`config.mk`:
```
export PLATFORM = sky130hd
export DESIGN_NAME = mult_bist
export DESIGN_NICKNAME = d
export VERILOG_FILES = /design/src/rtl/mult_bist_pkg.sv /design/src/rtl/mbist_delay.sv /design/src/rtl/mult_bist.sv
export SDC_FILE = /design/constraint.sdc
export NUM_CORES = 1
export LEC_CHECK = 0
export ABC_AREA = 1
export CAP_MARGIN = 20
export CORE_ASPECT_RATIO = 1.75
export CORE_MARGIN = 2
export CORE_UTILIZATION = 30
export CTS_BUF_LIST = sky130_fd_sc_hd__clkbuf_4
export DETAILED_ROUTE_END_ITERATION = 8
export SLEW_MARGIN = 20
export SYNTH_ARGS = -nofsm -noshare
export SYNTH_HDL_FRONTEND = slang
export SYNTH_SLANG_ARGS = --single-unit
```
`constraint.sdc`:
```
create_clock -name clk -period 3 [get_ports clk]
set_input_delay 0.45 -clock clk [delete_from_list [all_inputs] [get_ports clk]]
set_output_delay 0.45 -clock clk [all_outputs]
set_load 0.005 [all_outputs]
```
`src/rtl/mult_bist_pkg.sv`:
```
// rtl/mult_bist_pkg.sv - shared types and constants for the multiplier self-test engine
package mult_bist_pkg;

    typedef enum logic [1:0] {
        ST_IDLE,
        ST_RUN,
        ST_DRAIN,
        ST_DONE
    } state_t;

    localparam logic [15:0] MISR_POLY = 16'h100B;
    localparam logic [15:0] MISR_INIT = 16'hFFFF;
    localparam logic [7:0]  ERR_MAX   = 8'd255;

    function automatic logic [15:0] misr_next(input logic [15:0] s, input logic [15:0] d);
        return {s[14:0], 1'b0} ^ (s[15] ? MISR_POLY : 16'h0000) ^ d;
    endfunction

endpackage

```
`src/rtl/mbist_delay.sv`:
```
// rtl/mbist_delay.sv - LAT-stage delay line carrying {valid, a, b, expected}; wire-through when LAT=0
module mbist_delay #(
    parameter int WIDTH = 4,
    parameter int LAT   = 0
) (
    input  logic               clk,
    input  logic               rst,
    input  logic               clr,
    input  logic               in_valid,
    input  logic [WIDTH-1:0]   in_a,
    input  logic [WIDTH-1:0]   in_b,
    input  logic [2*WIDTH-1:0] in_exp,
    output logic               out_valid,
    output logic [WIDTH-1:0]   out_a,
    output logic [WIDTH-1:0]   out_b,
    output logic [2*WIDTH-1:0] out_exp
);

    if (LAT == 0) begin : g_bypass
        wire unused_bypass = ^{clk, rst, clr};
        assign out_valid = in_valid;
        assign out_a     = in_a;
        assign out_b     = in_b;
        assign out_exp   = in_exp;
    end else begin : g_pipe
        logic               valid_q [LAT];
        logic [WIDTH-1:0]   a_q     [LAT];
        logic [WIDTH-1:0]   b_q     [LAT];
        logic [2*WIDTH-1:0] exp_q   [LAT];

        // Only the valid bits need clearing; payload is ignored while invalid.
        always_ff @(posedge clk) begin
            for (int i = 0; i < LAT; i++) begin
                if (rst || clr) begin
                    valid_q[i] <= 1'b0;
                end else begin
                    valid_q[i] <= (i == 0) ? in_valid : valid_q[(i == 0) ? 0 : i-1];
                end
                a_q[i]   <= (i == 0) ? in_a   : a_q[(i == 0) ? 0 : i-1];
                b_q[i]   <= (i == 0) ? in_b   : b_q[(i == 0) ? 0 : i-1];
                exp_q[i] <= (i == 0) ? in_exp : exp_q[(i == 0) ? 0 : i-1];
            end
        end

        assign out_valid = valid_q[LAT-1];
        assign out_a     = a_q[LAT-1];
        assign out_b     = b_q[LAT-1];
        assign out_exp   = exp_q[LAT-1];
    end

endmodule

```
`src/rtl/mult_bist.sv`:
```
// rtl/mult_bist.sv - exhaustive self-test of an array multiplier; MISR signature built only with MULT_BIST_SIG_EN
module mult_bist
    import mult_bist_pkg::*;
#(
    parameter int WIDTH = 4,
    parameter int LAT   = 0
) (
    input  logic               clk,
    input  logic               rst,
    input  logic               start,
    output logic [WIDTH-1:0]   a_out,
    output logic [WIDTH-1:0]   b_out,
    input  logic [2*WIDTH-1:0] prod_in,
    output logic               busy,
    output logic               done,
    output logic               pass,
    output logic [7:0]         err_count,
    output logic [WIDTH-1:0]   fail_a,
    output logic [WIDTH-1:0]   fail_b,
    output logic [15:0]        sig
);

    localparam int PW = 2 * WIDTH;
    localparam int DW = (LAT > 2) ? $clog2(LAT) : 1;
    localparam logic [PW-1:0] IDX_LAST = {PW{1'b1}};
    localparam logic [DW-1:0] DRAIN_LAST = DW'((LAT > 0) ? LAT - 1 : 0);

    state_t           state_q, state_d;
    logic [PW-1:0]    idx_q, idx_d;
    logic [DW-1:0]    drain_q, drain_d;
    logic             busy_q, busy_d;
    logic             done_q, done_d;
    logic             pass_q, pass_d;
    logic [7:0]       err_q, err_d;
    logic [WIDTH-1:0] fail_a_q, fail_a_d;
    logic [WIDTH-1:0] fail_b_q, fail_b_d;

    logic             go;
    logic             mismatch;
    logic             dl_in_valid;
    logic [WIDTH-1:0] dl_in_a, dl_in_b;
    logic [PW-1:0]    dl_in_exp;
    logic             dl_out_valid;
    logic [WIDTH-1:0] dl_out_a, dl_out_b;
    logic [PW-1:0]    dl_out_exp;

    assign go          = start && (state_q == ST_IDLE || state_q == ST_DONE);
    assign dl_in_valid = (state_q == ST_RUN);
    assign dl_in_a     = idx_q[PW-1:WIDTH];
    assign dl_in_b     = idx_q[WIDTH-1:0];
    assign dl_in_exp   = PW'(dl_in_a) * PW'(dl_in_b);
    assign mismatch    = dl_out_valid && (dl_out_exp != prod_in);

    mbist_delay #(
        .WIDTH (WIDTH),
        .LAT   (LAT)
    ) u_delay (
        .clk       (clk),
        .rst       (rst),
        .clr       (go),
        .in_valid  (dl_in_valid),
        .in_a      (dl_in_a),
        .in_b      (dl_in_b),
        .in_exp    (dl_in_exp),
        .out_valid (dl_out_valid),
        .out_a     (dl_out_a),
        .out_b     (dl_out_b),
        .out_exp   (dl_out_exp)
    );

    always_comb begin
        state_d  = state_q;
        idx_d    = idx_q;
        drain_d  = drain_q;
        busy_d   = busy_q;
        done_d   = done_q;
        pass_d   = pass_q;
        err_d    = err_q;
        fail_a_d = fail_a_q;
        fail_b_d = fail_b_q;

        if (mismatch) begin
            if (err_q != ERR_MAX) begin
                err_d = err_q + 8'd1;
            end
            // A nonzero count means an earlier mismatch already owns the capture.
            if (err_q == 8'd0) begin
                fail_a_d = dl_out_a;
                fail_b_d = dl_out_b;
            end
        end

        case (state_q)
            ST_IDLE, ST_DONE: begin
                if (go) begin
                    state_d  = ST_RUN;
                    idx_d    = '0;
                    err_d    = '0;
                    fail_a_d = '0;
                    fail_b_d = '0;
                    busy_d   = 1'b1;
                    done_d   = 1'b0;
                    pass_d   = 1'b0;
                end
            end
            ST_RUN: begin
                if (idx_q == IDX_LAST) begin
                    if (LAT > 0) begin
                        state_d = ST_DRAIN;
                        drain_d = '0;
                    end else begin
                        state_d = ST_DONE;
                        busy_d  = 1'b0;
                        done_d  = 1'b1;
                        pass_d  = (err_d == 8'd0);
                    end
                end else begin
                    idx_d = idx_q + 1'b1;
                end
            end
            ST_DRAIN: begin
                if (drain_q == DRAIN_LAST) begin
                    state_d = ST_DONE;
                    busy_d  = 1'b0;
                    done_d  = 1'b1;
                    pass_d  = (err_d == 8'd0);
                end else begin
                    drain_d = drain_q + 1'b1;
                end
            end
            default: state_d = ST_IDLE;
        endcase
    end

    always_ff @(posedge clk) begin
        if (rst) begin
            state_q  <= ST_IDLE;
            idx_q    <= '0;
            drain_q  <= '0;
            busy_q   <= 1'b0;
            done_q   <= 1'b0;
            pass_q   <= 1'b0;
            err_q    <= '0;
            fail_a_q <= '0;
            fail_b_q <= '0;
        end else begin
            state_q  <= state_d;
            idx_q    <= idx_d;
            drain_q  <= drain_d;
            busy_q   <= busy_d;
            done_q   <= done_d;
            pass_q   <= pass_d;
            err_q    <= err_d;
            fail_a_q <= fail_a_d;
            fail_b_q <= fail_b_d;
        end
    end

`ifdef MULT_BIST_SIG_EN
    logic [15:0] sig_q, sig_d;

    always_comb begin
        sig_d = sig_q;
        if (go) begin
            sig_d = MISR_INIT;
        end else if (dl_out_valid) begin
            sig_d = misr_next(sig_q, 16'(prod_in));
        end
    end

    always_ff @(posedge clk) begin
        if (rst) begin
            sig_q <= MISR_INIT;
        end else begin
            sig_q <= sig_d;
        end
    end

    assign sig = sig_q;
`else
    assign sig = 16'h0000;
`endif

    assign a_out     = idx_q[PW-1:WIDTH];
    assign b_out     = idx_q[WIDTH-1:0];
    assign busy      = busy_q;
    assign done      = done_q;
    assign pass      = pass_q;
    assign err_count = err_q;
    assign fail_a    = fail_a_q;
    assign fail_b    = fail_b_q;

endmodule

```
## Yosys cells after proc, flatten, opt, wreduce, memory -nomap -nowiden

Cells that the tools add are included.

| cells by class | value |
|---|---|
| $add $sub $neg | 3 |
| eq/ne operators | 10 |
| reductions and logical operators | 10 |
| $mul | 1 |
| mux-type cells | 31 |

Operator list:

| kind | number |
|---|---|
| 8-bit two-way mux | 6 |
| 4-bit two-way mux | 8 |
| 8-bit by 1-bit adder with 8-bit output, second input constant | 2 |
| 8-bit zero test | 2 |
| 8-bit case mux with 2 select lines | 1 |
| 1-bit two-way mux | 9 |
| 1-bit case mux with 3 select lines | 3 |
| 8-bit equality test, second input constant | 1 |
| 4-bit by 4-bit multiplier with 8-bit output | 1 |
| 8-bit inequality test | 1 |
| 8-bit inequality test, second input constant | 1 |
| 2-bit two-way mux | 3 |
| 2-bit inequality test, second input constant | 3 |
| 2-bit case mux with 3 select lines | 1 |
| 3-bit AND reduction | 2 |
| 2-bit equality test, second input constant | 2 |
| 2-bit by 1-bit equality test with 1-bit output, second input constant | 1 |
| 1-bit logical AND | 2 |
| 2-bit zero test | 1 |
| 2-bit by 1-bit inequality test with 1-bit output, second input constant | 1 |
| 2-bit nonzero test | 1 |
| 2-bit OR reduction | 1 |
| 1-bit adder, second input constant | 1 |
| 1-bit logical OR | 1 |

| storage, ports and cells | value |
|---|---|
| register bits | 30 |
| output and inout bits | 43 |

## Depth between registers and ports, before layout

| depth | value |
|---|---|
| depth after elaboration | 7 |
| depth in mapped cells | 25 |
| mapped depth without buffers | 23 |

## Cells and area by module

A second synthesis with hierarchy kept.

| unflattened totals | value |
|---|---|
| cells, all modules | 332 |
| area total of the unflattened synthesis | 2,290.9 µm² |

Modules (own cells, without submodules):

| module | area each (µm²) | instances | cells each |
|---|---|---|---|
| mult_bist | 2,163.3 | 1 | 315 |
| mbist_delay | 127.6 | 1 | 17 |

## Worst setup path before layout

Ideal clock, no wire load.

| timing path | value |
|---|---|
| path type | register to register |
| start | register idx_q[4] |
| end | register pass_q, in the netlist pass |
| data required time | 2.934 ns |
| stages on the path, launching flop included | 17 |
| arrival | 3.269 ns |
| setup slack | -0.335 ns |
| clock period less this slack | 3.335 ns |
| path through | dfxtp_1 > buf_6 > nand2_1 > fa_1 > fa_1 > fa_1 > nand3b_1 > nand2_1 > xor2_1 > nand4_4 > nand2_2 > nand2_1 > o21ai_2 > nand3_1 > nor2_2 > nand2_1 > a21oi_2 |

| on the way | value |
|---|---|
| word-level cells in the longest chain between the ends | 7 |
| elaborated cells between the ends (all ways) | 11 |

RTL lines:

| what | RTL line | RTL |
|---|---|---|
| start: declaration | mult_bist.sv:29 | `logic [PW-1:0] idx_q, idx_d;` |
| start signal: assignment | mult_bist.sv:148 | `idx_q <= idx_d;` |
| 4-bit by 4-bit multiplier with 8-bit output | mult_bist.sv:51 | `assign dl_in_exp = PW'(dl_in_a) * PW'(dl_in_b);` |
| 8-bit inequality test | mult_bist.sv:52 | `assign mismatch = dl_out_valid && (dl_out_exp != prod_in);` |
| 1-bit logical AND | mult_bist.sv:52 |  |
| 8-bit two-way mux | mult_bist.sv:82 | `if (mismatch) begin` |
| 8-bit zero test | mult_bist.sv:115, mult_bist.sv:126 |  |
| 1-bit two-way mux, on equally long branches | mult_bist.sv:122, mult_bist.sv:107 |  |
| 1-bit case mux with 3 select lines | mult_bist.sv:93 | `case (state_q)` |
| end signal: assignment | mult_bist.sv:152 | `pass_q <= pass_d;` |
| end: declaration | mult_bist.sv:33 | `logic pass_q, pass_d;` |

Several ways; a longest one is shown, not always the timed one. The select of a mux whose other input is x is not followed.
A chain may end at the register's enable or synchronous reset.

## Worst setup path in the final report

| timing path | value |
|---|---|
| start | register idx_q[1] |
| end | register pass_q, in the netlist pass |

Same word-level chain as after synthesis.

==> metrics <==
Reg power frac=37.0%; clock skew=0.01182 ns; worst-margin pin slew=0.7428 ns; Final Core Density=42.10%; DR iter-0 viols=26; synth cell count leaders=nand2_1, inv_1, dfxtp_1, nor2_1, a21oi_1; part of the power in combinational logic=41.6%; P&R area growth vs syn=37.16%; setup ws final=-0.2612 ns; P_sw=416.5 uW; Routed Antenna Nets=0; hold path startpoint=fail_b[3]$_SDFF_PP0_; Via density=4.464; vias in the first global route=2,086; leak pwr=0.001428 uW; GRT overflow=0; global-route wire length before repair=8.949 mm; post-synth top area cell=dfxtp_1; maximum level of the CTS H-tree=1; total die area=8020 sq um; # port buffers=37; clock sink count=28; initial antenna violation count=0; Hold WC Path Type=register to register; Area contributors post-synth=dfxtp_1, nand2_1, ha_1; worst r2r src=idx_q[1]$_SDFFE_PP0P_; Crit path largest cell delay=0.55 ns; final wirelength=5.644 mm; dominant cell by count in the synthesized netlist=nand2_1; crit-path most repeated cell=nand2_2; TritonCTS clock tree=yes; GR Util All Layers=14.62%; CP required=3.29 ns; Post-synth EDFFs=0; Final Slew Violations=0; CP Launch Type=register; DRC Markers=0; RSZ-0062 raised after global routing=yes; largest fanout on the critical path=7; Synth top area share=25.61%; Worst Path Buf+Inv=2; largest net degree at the start of global routing=17; Die Wd=68.56 um; GPL Wtd Cong=0.8545; Post-Synthesis Cells=315; CP endpoint kind=register; worst vdd ir=0.0004154 V; vias=2,098; CTS Buf Count=3; CP endpoint=pass$_SDFFE_PP0P_; clk_lat worst skew=0.35 ns; fin crit period=3.261 ns; Slew HR=49.95%; core area=7131 sq um; failing checks=negative setup slack; Final period util=108.7%; Synth Flop Type=dfxtp_1; clk buf depth=2; Synth cell types=35; crit path cell chain=nand2_2 > fa_1 > fa_1 > fa_2 > nand3b_1 > nand2_2 > xor2_2 > nand4_4 > nand2_4 > inv_6 > nand2_2 > nand2_2 > inv_2 > nand2_2 > nor2_2 > nand2_1 > a21oi_2; Synth async-reset ratio=0%; 1st-pass router iterations=4; Clk pwr share=21.4%; Top Ports=54; Hold Fails Final Rpt=0; row cnt=41; CP Depth=17; initial core utilization=30.69%; setup violators final=15; Worst Reg-to-Reg Cells=17; Reg2Reg Setup Slack=-0.26 ns; fmax=306.6 MHz; worst setup path class=register to register; Syn Area/Cell=6.947 sq um; pwr dens=403.9 nW/um^2; # Max-Cap Violations=0; CP startpoint=idx_q[1]$_SDFFE_PP0P_; Slowest-stage cell, CP=fa_1; chip height=117.0 um; Root Buffer=clkbuf_4; run status=finished with violations; Yosys warnings=0; Antenna Cells=0; Worst R2R End=pass$_SDFFE_PP0P_; mapped cell area=2188 sq um; Seq/Total Area, Yosys=25.61%; crit path DAT=3.55 ns; clock slew at reported path FFs=0.17 ns; Nets=416; layout cell share with drive strength beyond 1=23.44%; Hold Slack=0.4760 ns; Crit path max-delay family=adder cells; Yosys reg bits=28; Net Sw Frac=34.35%; Internal=795.9 uW; Post-DP HPWL=4.459 mm; drt wl/cell=12.01 um
metrics by stage:
stage / instance area (sq um) / cells / power [uW] / worst slack (ns) / TNS (ns)
detailed placement: 2793 / 458 / 888.6 / -0.3062 / -2.213
floorplan: 2297 / 330 / 715.9 / -0.09510 / -0.4900
global route: 3002 / 470 / 1290 / -0.4001 / -4.809
CTS: 2954 / 469 / 1215 / -0.2803 / -3.064
global placement: 2793 / 458 / 884.3 / -0.2067 / -1.236
finish: 3002 / 470 / 1212 / -0.2612 / -2.667
sequential cells by signal, summed over array words and instances (netlist names):
name       count
busy           1
done           1
err_count      8
fail_a         4
fail_b         4
idx_q          8
pass           1
state_q        1
power by group through the flow:
stage | clock network (uW) | registers [uW] | logic (uW)
2_1_floorplan | 0 | 454 | 262
3_3_place_gp | 0 | 457 | 427
3_5_place_dp | 0 | 457 | 431
4_1_cts | 263 | 450 | 501
5_1_grt | 278 | 455 | 556
6_report | 259 | 449 | 504
area by class of cell:
cell class	instances	area [sq um]
Clock buffer	3	22.52
Inverter	56	215.2
Sequential cell	28	570.5
Fill cell	767	4129
Multi-Input combinational cell	224	1404
Timing Repair Buffer	72	651.9
Tap cell	86	107.6
Clock inverter	1	30.03
per-layer routing:
layer / vias up / wire length (um) / GRT usage (%)
met5: - / 0 / 0
met4: 0 / 106 / 5.600
met3: 12 / 222 / 1.052
met2: 53 / 3302 / 30.06
met1: 947 / 2012 / 14.00
li1: 1086 / - / -
layout by cell type (no fill, tap or decap), types with 8 or more instances in the layout:
cell type and instances:
nand2_1 70, inv_1 52, clkdlybuf4s50_1 37, buf_4 30, dfxtp_1 22, nor2_1 21
conb_1 16, ha_1 15, nand3_1 14, a21oi_2 10, a21oi_1 9, nand2_2 8
logic make-up after synthesis:
| group | after synthesis | share of synthesized area [%] |
|---|---|---|
| AO/OA/AOI/OAI | 35 | 8.920 |
| XOR/XNOR | 11 | 4.402 |
| adder cells (fa/ha/maj) | 20 | 12.81 |
| buffers and inverters | 79 | 17.95 |
| flip-flops | 28 | 25.61 |
| other | 1 | 0.1714 |
| AND/OR/NAND/NOR | 141 | 30.13 |
repair_timing:
action                                  in CTS  in global routing
gates cloned                                 1                  0
endpoints found under the setup margin      14                 17
gates resized for setup                     17                 16
hold buffers                                 0                  0
setup buffers                                6                  1
pin swaps                                    4                  5
worst register-to-register path: cells and delay by family, from the launching register on:
kind | cells | cell delay, ns
adders and majority gates | 3 | 1.40
and+or+nand+nor | 10 | 1.03
DFF | 1 | 0.39
xor gates and xnor gates | 1 | 0.18
buffers and inverters | 2 | 0.11
AOI/OAI and AO/OA | 1 | 0.10
worst min path at each step:
stage / slack [ns] / end / depth (start not counted)
final: 0.48 / fail_b[3]$_SDFF_PP0_ / 2
after global routing: 0.51 / fail_b[0]$_SDFF_PP0_ / 2
after CTS: 0.47 / fail_b[1]$_SDFF_PP0_ / 2
after detailed placement: 0.45 / fail_b[0]$_SDFF_PP0_ / 2
after global placement: 0.44 / fail_b[0]$_SDFF_PP0_ / 2
after floorplan: 0.44 / fail_b[0]$_SDFF_PP0_ / 2
Note: power is estimated with default switching activity, not from simulation.
